**src/rtl/result_uart_tx_pkg.sv**
```systemverilog
// rtl/result_uart_tx_pkg.sv - shared state type and defaults for the result UART transmitter
package result_uart_tx_pkg;

  typedef enum logic [1:0] {
    IDLE,
    START_BIT,
    DATA_BITS,
    STOP_BIT
  } uart_state_e;

  localparam logic [7:0] DEFAULT_HEADER       = 8'hA5;
  localparam int         DEFAULT_CLKS_PER_BIT = 868;

endpackage

```
**src/rtl/uart_tx_byte.sv**
```systemverilog
// rtl/uart_tx_byte.sv - 8N1 byte serialiser with valid/ready byte input and registered tx
module uart_tx_byte
  import result_uart_tx_pkg::*;
#(
  parameter int CLKS_PER_BIT = DEFAULT_CLKS_PER_BIT
) (
  input  logic       clk,
  input  logic       rst,
  input  logic [7:0] byte_tdata,
  input  logic       byte_tvalid,
  output logic       byte_tready,
  output logic       tx,
  output logic       frame_end
);

  localparam int             CW        = (CLKS_PER_BIT > 1) ? $clog2(CLKS_PER_BIT) : 1;
  localparam logic [CW-1:0]  BAUD_LAST = CW'(CLKS_PER_BIT - 1);

  uart_state_e   state_q, state_d;
  logic [CW-1:0] baud_q, baud_d;
  logic [3:0]    bit_q, bit_d;
  logic [7:0]    sh_q, sh_d;
  logic          tx_q, tx_d;
  logic          wrap;

  assign wrap = (baud_q == BAUD_LAST);
  assign tx   = tx_q;

  always_ff @(posedge clk or negedge rst) begin
    if (!rst) begin
      state_q <= IDLE;
      baud_q  <= '0;
      bit_q   <= '0;
      sh_q    <= '0;
      tx_q    <= 1'b1;
    end else begin
      state_q <= state_d;
      baud_q  <= baud_d;
      bit_q   <= bit_d;
      sh_q    <= sh_d;
      tx_q    <= tx_d;
    end
  end

  // tx_d is the line level of the state being entered, so tx stays a plain flop
  always_comb begin
    state_d     = state_q;
    baud_d      = wrap ? '0 : baud_q + 1'b1;
    bit_d       = bit_q;
    sh_d        = sh_q;
    tx_d        = tx_q;
    byte_tready = 1'b0;
    frame_end   = 1'b0;
    case (state_q)
      IDLE: begin
        byte_tready = 1'b1;
        baud_d      = '0;
        if (byte_tvalid) begin
          sh_d    = byte_tdata;
          state_d = START_BIT;
          tx_d    = 1'b0;
        end
      end
      START_BIT: begin
        if (wrap) begin
          state_d = DATA_BITS;
          bit_d   = '0;
          tx_d    = sh_q[0];
        end
      end
      DATA_BITS: begin
        if (wrap) begin
          if (bit_q == 4'd7) begin
            state_d = STOP_BIT;
            tx_d    = 1'b1;
          end else begin
            bit_d = bit_q + 4'd1;
            sh_d  = sh_q >> 1;
            tx_d  = sh_q[1];
          end
        end
      end
      STOP_BIT: begin
        if (wrap) begin
          // Accepting here chains the next start bit with no idle gap
          byte_tready = 1'b1;
          if (byte_tvalid) begin
            sh_d    = byte_tdata;
            state_d = START_BIT;
            tx_d    = 1'b0;
          end else begin
            state_d   = IDLE;
            frame_end = 1'b1;
            tx_d      = 1'b1;
          end
        end
      end
      default: begin
        state_d = IDLE;
        tx_d    = 1'b1;
      end
    endcase
  end

endmodule

```
**src/rtl/result_uart_tx.sv**
```systemverilog
// rtl/result_uart_tx.sv - captures a result vector and sends it as a headed UART frame
module result_uart_tx
  import result_uart_tx_pkg::*;
#(
  parameter int         DATAWIDTH    = 8,
  parameter int         ELEMS        = 16,
  parameter int         CLKS_PER_BIT = DEFAULT_CLKS_PER_BIT,
  parameter logic [7:0] HEADER       = DEFAULT_HEADER
) (
  input  logic                       clk,
  input  logic                       rst,
  input  logic [DATAWIDTH*ELEMS-1:0] C_in,
  input  logic                       start,
  output logic                       tx,
  output logic                       busy,
  output logic                       done
);

  localparam int NBYTES = ELEMS * DATAWIDTH / 8;
  localparam int IW     = $clog2(NBYTES + 1);

  logic [DATAWIDTH*ELEMS-1:0] buf_q;
  logic [IW-1:0]              idx_q;
  logic [IW-1:0]              sel;
  logic                       active_q;
  logic                       done_q;
  logic                       more;
  logic [7:0]                 byte_tdata;
  logic                       byte_tvalid;
  logic                       byte_tready;
  logic                       frame_end;

  assign more = (idx_q != IW'(NBYTES));
  assign sel  = more ? idx_q : '0;
  assign busy = active_q;
  assign done = done_q;

  // Elements are packed LSB-first, so buffer byte k is frame payload byte k
  always_comb begin
    byte_tdata  = HEADER;
    byte_tvalid = start;
    if (active_q) begin
      byte_tdata  = 8'(buf_q >> {sel, 3'b000});
      byte_tvalid = more;
    end
  end

  always_ff @(posedge clk or negedge rst) begin
    if (!rst) begin
      buf_q    <= '0;
      idx_q    <= '0;
      active_q <= 1'b0;
      done_q   <= 1'b0;
    end else begin
      done_q <= 1'b0;
      if (!active_q) begin
        if (start) begin
          buf_q    <= C_in;
          idx_q    <= '0;
          active_q <= 1'b1;
        end
      end else begin
        if (byte_tvalid && byte_tready) idx_q <= idx_q + 1'b1;
        if (frame_end) begin
          active_q <= 1'b0;
          done_q   <= 1'b1;
        end
      end
    end
  end

  uart_tx_byte #(
    .CLKS_PER_BIT(CLKS_PER_BIT)
  ) u_byte (
    .clk        (clk),
    .rst        (rst),
    .byte_tdata (byte_tdata),
    .byte_tvalid(byte_tvalid),
    .byte_tready(byte_tready),
    .tx         (tx),
    .frame_end  (frame_end)
  );

endmodule

```
**config.mk**
```make
export PLATFORM = sky130hd
export DESIGN_NAME = result_uart_tx
export DESIGN_NICKNAME = d
export VERILOG_FILES = /design/src/rtl/result_uart_tx_pkg.sv /design/src/rtl/uart_tx_byte.sv /design/src/rtl/result_uart_tx.sv
export SDC_FILE = /design/constraint.sdc
export NUM_CORES = 1
export LEC_CHECK = 0
export CAP_MARGIN = 10
export CELL_PAD_IN_SITES_DETAIL_PLACEMENT = 1
export CELL_PAD_IN_SITES_GLOBAL_PLACEMENT = 2
export CORE_MARGIN = 3
export CORE_UTILIZATION = 38
export DETAILED_ROUTE_END_ITERATION = 10
export DONT_BUFFER_PORTS = 1
export PLACE_DENSITY_LB_ADDON = 0.1
export SLEW_MARGIN = 20
export SYNTH_ARGS = -nofsm -noshare
export SYNTH_HDL_FRONTEND = slang
export SYNTH_SLANG_ARGS = --single-unit
```
**constraint.sdc**
```tcl
create_clock -name clk -period 3.6 [get_ports clk]
set_clock_uncertainty 0.2 [all_clocks]
set_input_delay 0.36 -clock clk [delete_from_list [all_inputs] [get_ports clk]]
set_output_delay 0.36 -clock clk [all_outputs]
set_load 0.03 [all_outputs]
```
==> impl_table.tex, run 1 <==
\begin{tabular}{lr}
\hline
Metric & Value \\
\hline
\multicolumn{2}{l}{\textbf{STA}} \\
Actual slew at the worst max-slew pin & 0.8029 ns \\
Hold violation total from the final report & 160 \\
Minimum hold slack & -0.5679 ns \\
Fin. max-slew vios & 0 \\
Min cycle time layout & 3.139 ns \\
Final worst-path cycle share & between 80 and 90\% \\
Number of setup violations in the final report & 0 \\
Final worst-path setup slack & 0.4606 ns \\
Top achievable clock speed & 0.3185 GHz \\
Unrepaired setup endpoints after global routing & false \\
Worst relative slew slack & between 40\% and 50\% \\
Setup TNS & 0 ns \\
\multicolumn{2}{l}{\textbf{Power and ir drop}} \\
Max IR drop VDD & roughly 0.32 mV \\
Final total power & approximately 0.0064 W \\
Leakage Power & between 4 and 5 nW \\
Power density over the cells & $\sim$640 mW/mm\^{}2 \\
\multicolumn{2}{l}{\textbf{Synthesis}} \\
Net count of the mapped netlist & just over 1000 \\
Number of flops mapped to enable cells by yosys & 0 \\
Average cell area after synthesis & roughly 8.9 um\^{}2 \\
Cell taking the most area after synthesis & dfrtp\_1 \\
Yosys reg bits & 160 \\
Share of Yosys cell area claimed by the top area cell type & about half \\
Synth cell types & 65 \\
Netlist Area Pre-Place & about 0.0078 mm\^{}2 \\
Sequential cell area fraction in the yosys report & just over 50\% \\
Post-synthesis instance total & a little under 900 \\
Top flip-flop cell by instance count after synthesis & dfrtp\_1 \\
Leading cell types by total area after synthesis & dfrtp\_1 (51\%), nand2\_1 (21\%), mux4\_2 (4.9\%), nand2b\_1 (2.2\%), clkbuf\_1 (2.1\%) \\
Asr flop ratio synth & 100.0\% \\
Total of warnings raised by yosys & 0 \\
\multicolumn{2}{l}{\textbf{Floorplanning}} \\
Die area & 0.02241 mm\^{}2 \\
Starting Density & approximately two fifths \\
Horiz. Die Dim & 149.7 um \\
Core region area & 0.01985 mm\^{}2 \\
Count of boundary I/O pins & about 130 \\
Height of the die & 149.7 um \\
Site row count & 51 \\
\multicolumn{2}{l}{\textbf{Layout}} \\
Proportion of layout cells with a drive suffix above 1 & 7.884\% \\
Area Growth Syn to Fin & 28.07\% \\
Area taken by multi-input logic gates & around 0.0036 mm\^{}2 \\
Fin cells & 1267 \\
Net count, final & roughly 1100 \\
Area taken by flip-flops and latches & approximately 0.004 mm\^{}2 \\
Most common cell after layout, fill and taps aside & nand2\_1 \\
Final antenna diode count & 0 \\
Final Util & between 50 and 60\% \\
Most frequent cells in the layout & nand2\_1 (434), dfrtp\_1 (159), dlygate4sd3\_1 (129) \\
Filler cell count in the final layout & roughly 2200 \\
\multicolumn{2}{l}{\textbf{Clock tree}} \\
Later-pin clock latency in the skew report & approximately 0.43 ns \\
Total CTS buffers & 17 \\
Reg clk slew, reported paths & 0.06 ns \\
TritonCTS clock tree & built \\
Maximum buffer depth of the clock tree & 2 \\
Clock root buffer & clkbuf\_16 \\
Number of sinks handled by clock tree synthesis & 160 \\
Setup bufs post-CTS & 0 \\
CTS H-tree lvls & 4 \\
CTS Hold Bufs & $\sim$130 \\
Total of cells resized after clock tree synthesis & 0 \\
\multicolumn{2}{l}{\textbf{Detailed routing}} \\
DRC violations left & 0 \\
Via count normalized by instance count & 5.062 \\
First-pass DRT Iterations & 4 \\
Detailed-route wire length & $\sim$23000 um \\
Initial detailed-routing violation count & 210 \\
Wire length per cell after detailed routing & approximately 18 um \\
Antenna-violating nets left & 0 \\
Total via count after detailed routing & $\sim$6400 \\
\multicolumn{2}{l}{\textbf{Place}} \\
Placed Cells & about 1100 \\
Worst setup slack before clock tree synthesis & 0.4346 ns \\
Port Buffers & 0 \\
Gpl congestion & 0.8133 \\
Final HPWL DP & about 15000 um \\
\multicolumn{2}{l}{\textbf{Setup path}} \\
Critical path endpoint category & flip-flop \\
WS Path Type & flip-flop to flip-flop \\
Required arrival time at the worst endpoint & about 3.7 ns \\
WP data arrival & roughly 3.3 ns \\
Cell-by-cell listing of the critical path & inv\_1, ha\_1, nor3\_1, a211oi\_4, o211ai\_4, or4\_1, o31ai\_1 \\
Critical path startpoint category & flip-flop \\
Stage delay of the slowest cell on the critical path & about 0.7 ns \\
Slowest cell on the critical path & ha\_1 \\
Maximum fanout encountered on the critical timing path & 22 \\
\multicolumn{2}{l}{\textbf{Worst hold path}} \\
Worst min-delay path category & primary input to asynchronous set/reset pin \\
\multicolumn{2}{l}{\textbf{Global routing}} \\
Largest net degree at the start of global routing & between 150 and 200 \\
Global-route congestion overflow total & 0 \\
Global-route wire length before repair & about 38000 um \\
Via count of the first global-routing pass & $\sim$7000 \\
Number of antenna violations at the first check in global routing & 0 \\
Overall routing resource usage & approximately a fifth \\
\multicolumn{2}{l}{\textbf{Outcome}} \\
Outcome & complete, but fails checks \\
Violations in the final reports & hold timing \\
\multicolumn{2}{l}{\textbf{Flow run}} \\
Max-cap viol count & 0 \\
\hline
\end{tabular}
==> stage by stage <==
| step | area, um^2 | hold slack, ns |
|---|---|---|
| final | 10050 | -0.5679 |
| after global routing | 10050 | -0.5952 |
| after CTS | 10050 | -0.5865 |
| after detailed placement | 8055 | -0.1286 |
| after global placement | 8055 | -0.1277 |
| after floorplan | 7849 | -0.1356 |
==> cells in the mapped netlist, types with 2 or more instances <==
cell and n:
a21oi_1 2, a22o_1 2, ha_1 9, xor2_1 4
inv_1 10, and2_1 2, o21ai_0 18, nand3_1 5
o211ai_1 3, clkbuf_1 43, nor2_1 18, a2111o_1 3
mux2_2 5, nand2b_1 28, a21o_1 5, mux2i_1 13
a2111oi_0 2, a211o_1 4, clkinv_1 2, o31ai_1 3
nor3_1 5, and3_1 5, nand2_1 435, a22oi_1 14
or2_2 2, mux4_2 17, xnor2_1 6, dfrtp_1 159
buf_2 6, a211oi_1 19
==> routing by layer <==
metal  vias up  wire length, um  track usage (%)
met4         0              300            5.306
met1      3190            10490            28.80
li1       3088                -                -
met5         -                0                0
met3        19              757            3.574
met2       116            11210            36.13
==> kinds of logic (layout without fill, tap and decap cells) <==
logic type / count (synthesis) / in the layout / share of synthesized area (%)
multiplexers: 35 / 35 / 7.253
flip-flops: 160 / 160 / 51.03
adder cells (fa/ha/maj): 9 / 9 / 1.435
buffers and inverters: 66 / 184 / 3.603
AO/OA/AOI/OAI: 87 / 87 / 8.433
AND/OR/NAND/NOR: 517 / 517 / 27.13
XOR/XNOR: 10 / 10 / 1.116
==> state kept, by name, indices dropped and copies added (netlist names) <==
| name | flops |
|---|---|
| u_byte.state_q | 2 |
| done | 1 |
| idx_q | 5 |
| u_byte.sh_q | 8 |
| buf_q | 128 |
| u_byte.baud_q | 10 |
| u_byte.bit_q | 4 |
| u_byte.tx | 1 |
| busy | 1 |
==> critical path: cells and delay by family, from the launching register on <==
kind            cells  cell delay, ns
compound gates      3            0.80
simple gates        2            0.76
fa+ha+maj           1            0.70
flops               1            0.44
buf+inv             1            0.15
==> path summary, 6_finish.rpt <==
path,from,endpoint,slack [ns],cells past startpoint
hold reg to reg,u_byte.baud_q[0],u_byte.baud_q[0],0.27,1
setup / recovery,u_byte.state_q[0],u_byte.sh_q[7],0.46,7
max in group asynchronous,rst,u_byte.tx,3.56,0
hold / removal,rst,u_byte.baud_q[6],-0.57,0
min in group clk,start,buf_q[64],0.13,3
setup reg to reg,u_byte.state_q[0],u_byte.sh_q[7],0.46,7
==> layout make-up <==
| class | count | share of cell area [%] |
|---|---|---|
| clock buffer | 18 | 4.269 |
| clock inverter | 14 | 2.751 |
| inverter | 13 | 0.4854 |
| multi-input combinational | 658 | 35.64 |
| sequential | 160 | 39.84 |
| tap | 265 | 3.298 |
| timing repair buffer | 139 | 13.72 |
==> report_power, final <==
part / switching, W / internal, W
Combinational: 0.00109 / 0.000874
Sequential: 0.000233 / 0.00206
Clock: 0.000786 / 0.00139
Total: 0.00211 / 0.00433
(Power assumes the default switching activity.)
==> inputs of run 2 (changes only) <==
--- a/config.mk
+++ b/config.mk
@@ -5,11 +5,13 @@
 export SDC_FILE = /design/constraint.sdc
 export NUM_CORES = 1
 export LEC_CHECK = 0
+export ABC_AREA = 1
 export CAP_MARGIN = 10
 export CELL_PAD_IN_SITES_DETAIL_PLACEMENT = 1
 export CELL_PAD_IN_SITES_GLOBAL_PLACEMENT = 2
 export CORE_MARGIN = 3
 export CORE_UTILIZATION = 38
+export CTS_BUF_LIST = sky130_fd_sc_hd__clkbuf_4 sky130_fd_sc_hd__clkbuf_8 sky130_fd_sc_hd__clkbuf_16
 export DETAILED_ROUTE_END_ITERATION = 10
 export DONT_BUFFER_PORTS = 1
 export PLACE_DENSITY_LB_ADDON = 0.1
==> run 2 against run 1 <==
The flow still finishes with violations (hold timing). Clock-buffer cell count unchanged. Utilization down 1.7 points. Final cell count up 2.4%. Sequential power down 13%. Design area down 0.47%. Global-route usage up 0.55 points. Clock power down 16%. Worst setup slack better by 0.51 ns. Largest cell class unchanged.
==> impl_table.tex, run 2 <==
\begin{tabular}{lr}
\hline
Metric & Value \\
\hline
\multicolumn{2}{l}{\textbf{STA}} \\
Top achievable clock speed & 0.3799 GHz (+19\%) \\
Hold violation total from the final report & 160 (unchanged) \\
Final worst-path setup slack & 0.9678 ns (+0.5072 ns) \\
Worst relative slew slack & 30.54\% (-16 points) \\
Unrepaired setup endpoints after global routing & false \\
Actual slew at the worst max-slew pin & 1.042 ns (+0.2390 ns) \\
Minimum hold slack & -0.5787 ns (-0.01081 ns) \\
Setup TNS & 0 ns (unchanged) \\
Final worst-path cycle share & 73.12\% (-14 points) \\
Min cycle time layout & 2.632 ns (-0.5072 ns) \\
Number of setup violations in the final report & 0 (unchanged) \\
Fin. max-slew vios & 0 (unchanged) \\
\multicolumn{2}{l}{\textbf{Clock tree}} \\
Total CTS buffers & 17 (unchanged) \\
Maximum buffer depth of the clock tree & 2 (unchanged) \\
CTS Hold Bufs & 129 (unchanged) \\
Later-pin clock latency in the skew report & 0.43 ns (about the same) \\
Total of cells resized after clock tree synthesis & 0 (unchanged) \\
TritonCTS clock tree & built \\
Clock root buffer & clkbuf\_16 \\
Number of sinks handled by clock tree synthesis & 160 (unchanged) \\
CTS H-tree lvls & 4 (unchanged) \\
Setup bufs post-CTS & 0 (unchanged) \\
Reg clk slew, reported paths & 0.07 ns (about the same) \\
\multicolumn{2}{l}{\textbf{Power and ir drop}} \\
Leakage Power & 4.896 nW (+0.12\%) \\
Power density over the cells & 443.7 mW/mm\^{}2 (-31\%) \\
Final total power & 0.004439 W (-31\%) \\
Max IR drop VDD & 0.3068 mV (-3.1\%) \\
\multicolumn{2}{l}{\textbf{Global routing}} \\
Largest net degree at the start of global routing & 161 (unchanged) \\
Global-route congestion overflow total & 0 (unchanged) \\
Via count of the first global-routing pass & 7116 (-0.084\%) \\
Number of antenna violations at the first check in global routing & 0 (unchanged) \\
Overall routing resource usage & 21.91\% (+0.55 points) \\
Global-route wire length before repair & 38350 um (+1.8\%) \\
\multicolumn{2}{l}{\textbf{Setup path}} \\
Cell-by-cell listing of the critical path & nor2\_4, nand3\_2, nand2\_2, nand2\_1, nand3\_1, nand3\_1, nand3\_1, nand2\_1, nand2\_1, nand2\_1 \\
Stage delay of the slowest cell on the critical path & 0.66 ns (-0.04 ns) \\
WS Path Type & flip-flop to flip-flop \\
Number of cells on the worst reg-to-reg path & 10 (+3) \\
Critical path endpoint category & flip-flop \\
Maximum fanout encountered on the critical timing path & 33 (+50\%) \\
Slowest cell on the critical path & dfrtp\_1 \\
Dominant cell type by count on the critical path & nand2\_1 \\
Critical path startpoint category & flip-flop \\
Required arrival time at the worst endpoint & 3.72 ns (about the same) \\
WP data arrival & 2.75 ns (-0.52 ns) \\
\multicolumn{2}{l}{\textbf{Place}} \\
Placed Cells & 1137 (+2.8\%) \\
Gpl congestion & 0.7788 (-4.2\%) \\
Final HPWL DP & 15560 um (+5.4\%) \\
Port Buffers & 0 (unchanged) \\
Worst setup slack before clock tree synthesis & 0.9762 ns (+0.5416 ns) \\
\multicolumn{2}{l}{\textbf{Layout}} \\
Most frequent cells in the layout & nand2\_1 (168), dfrtp\_1 (158), dlygate4sd3\_1 (129) \\
Proportion of layout cells with a drive suffix above 1 & 13.33\% (+5.4 points) \\
Area Growth Syn to Fin & 25.72\% \\
Largest registers ranked by flip-flop count & buf\_q: 128 flops, u\_byte.baud\_q: 10 flops, u\_byte.sh\_q: 8 flops \\
Net count, final & 1155 (+2.3\%) \\
Largest register by flop count & buf\_q \\
Flip-flop count of the largest register after layout & 128 (unchanged) \\
Fin cells & 1298 (+2.4\%) \\
Most common cell after layout, fill and taps aside & nand2\_1 \\
Final antenna diode count & 0 (unchanged) \\
\multicolumn{2}{l}{\textbf{Synthesis}} \\
Total of warnings raised by yosys & 0 (unchanged) \\
Average cell area after synthesis & 8.745 um\^{}2 (-1.5\%) \\
Asr flop ratio synth & 100.0\% (unchanged) \\
Post-synthesis instance total & 910 (+2.9\%) \\
Leading cell types by total area after synthesis & dfrtp\_1 (50\%), mux2\_2 (9.8\%), nand2\_1 (8.0\%), nand3\_1 (5.5\%), nor2\_1 (4.4\%) \\
Netlist Area Pre-Place & 0.007958 mm\^{}2 (+1.4\%) \\
Most common cell in the netlist & nand2\_1 \\
Net count of the mapped netlist & 1050 (+2.5\%) \\
Cell taking the most area after synthesis & dfrtp\_1 \\
Share of Yosys cell area claimed by the top area cell type & 50.00\% (-0.69 points) \\
Yosys reg bits & 160 (unchanged) \\
Most used standard cells in the synthesized netlist & nand2\_1 (169), dfrtp\_1 (159), nor2\_1 (94) \\
Top flip-flop cell by instance count after synthesis & dfrtp\_1 \\
Sequential cell area fraction in the yosys report & 50.33\% (-0.70 points) \\
Number of flops mapped to enable cells by yosys & 0 (unchanged) \\
Synth cell types & 36 (-45\%) \\
\multicolumn{2}{l}{\textbf{Outcome}} \\
Outcome & complete, but fails checks \\
Violations in the final reports & hold timing \\
\multicolumn{2}{l}{\textbf{Detailed routing}} \\
DRC violations left & 0 (unchanged) \\
Total via count after detailed routing & 6604 (+3.0\%) \\
Antenna-violating nets left & 0 (unchanged) \\
Wire length per cell after detailed routing & 18.39 um (+2.4\%) \\
Detailed-route wire length & 23870 um (+4.9\%) \\
Via count normalized by instance count & 5.088 (+0.52\%) \\
First-pass DRT Iterations & 5 (+1) \\
Initial detailed-routing violation count & 298 (+42\%) \\
\multicolumn{2}{l}{\textbf{Floorplanning}} \\
Die area & 0.02271 mm\^{}2 (+1.3\%) \\
Core region area & 0.02043 mm\^{}2 (+2.9\%) \\
Horiz. Die Dim & 150.7 um (+0.66\%) \\
Site row count & 52 (+2.0\%) \\
Height of the die & 150.7 um (+0.66\%) \\
Starting Density & 38.95\% (-0.60 points) \\
Count of boundary I/O pins & 134 (unchanged) \\
\multicolumn{2}{l}{\textbf{Flow run}} \\
Max-cap viol count & 0 (unchanged) \\
\multicolumn{2}{l}{\textbf{Worst hold path}} \\
Worst min-delay path category & primary input to asynchronous set/reset pin \\
\hline
\end{tabular}
[run 2: logic make-up after synthesis]
| logic type | synth area share, % |
|---|---|
| XOR/XNOR | 0.2202 |
| adder cells (fa/ha/maj) | 1.415 |
| AND/OR/NAND/NOR | 21.71 |
| multiplexers | 9.764 |
| AO/OA/AOI/OAI | 8.978 |
| flip-flops | 50.33 |
| buffers and inverters | 7.579 |
[run 2: per-stage QoR]
stage	cell area (um^2)	utilization [%]
after detailed placement	8124	39.77
after floorplan	7958	-
final	10000	48.97
after global routing	10000	48.97
after CTS	10000	48.97
after global placement	8124	39.77
[run 2: power by group]
part / total (W) / internal [W] / switching (W)
logic: 0.000604 / 0.000272 / 0.000332
clock network: 0.00184 / 0.00104 / 0.000799
registers: 0.00200 / 0.00193 / 0.0000696
total: 0.00444 / 0.00324 / 0.00120
[run 2: layout make-up]
cell class	count	area [um^2]
Tap cell	270	337.8
Clock inverter	14	156.4
Clock buffer	18	432.9
Fill cell	2355	10430
Sequential cell	160	4006
Inverter	92	345.3
Multi-Input combinational cell	608	3357
Timing Repair Buffer	136	1369
[run 2: routing by layer]
layer / share of wire [%] / routed length (um) / vias up / GRT usage [%]
met1: 45 / 10690 / 3250 / 28.81
met2: 48 / 11560 / 165 / 36.24
li1: - / - / 3159 / -
met5: 0 / 0 / - / 0
met3: 4.9 / 1167 / 30 / 4.485
met4: 1.9 / 452 / 0 / 7.344
[run 2: critical path, delay by kind of cell, from the launching register on]
family	cells	cell delay [ns]
flops	1	0.66
simple gates	10	1.64
[run 2: final timing paths]
kind                                 from        endpoint  slack (ns)
max reg2reg                      idx_q[2]  u_byte.sh_q[0]        0.97
max                              idx_q[2]  u_byte.sh_q[0]        0.97
min                                   rst      buf_q[114]       -0.58
min in group clk                    start       buf_q[63]        0.12
max in group asynchronous             rst       u_byte.tx        3.45
min reg2reg                u_byte.sh_q[5]  u_byte.sh_q[5]        0.30
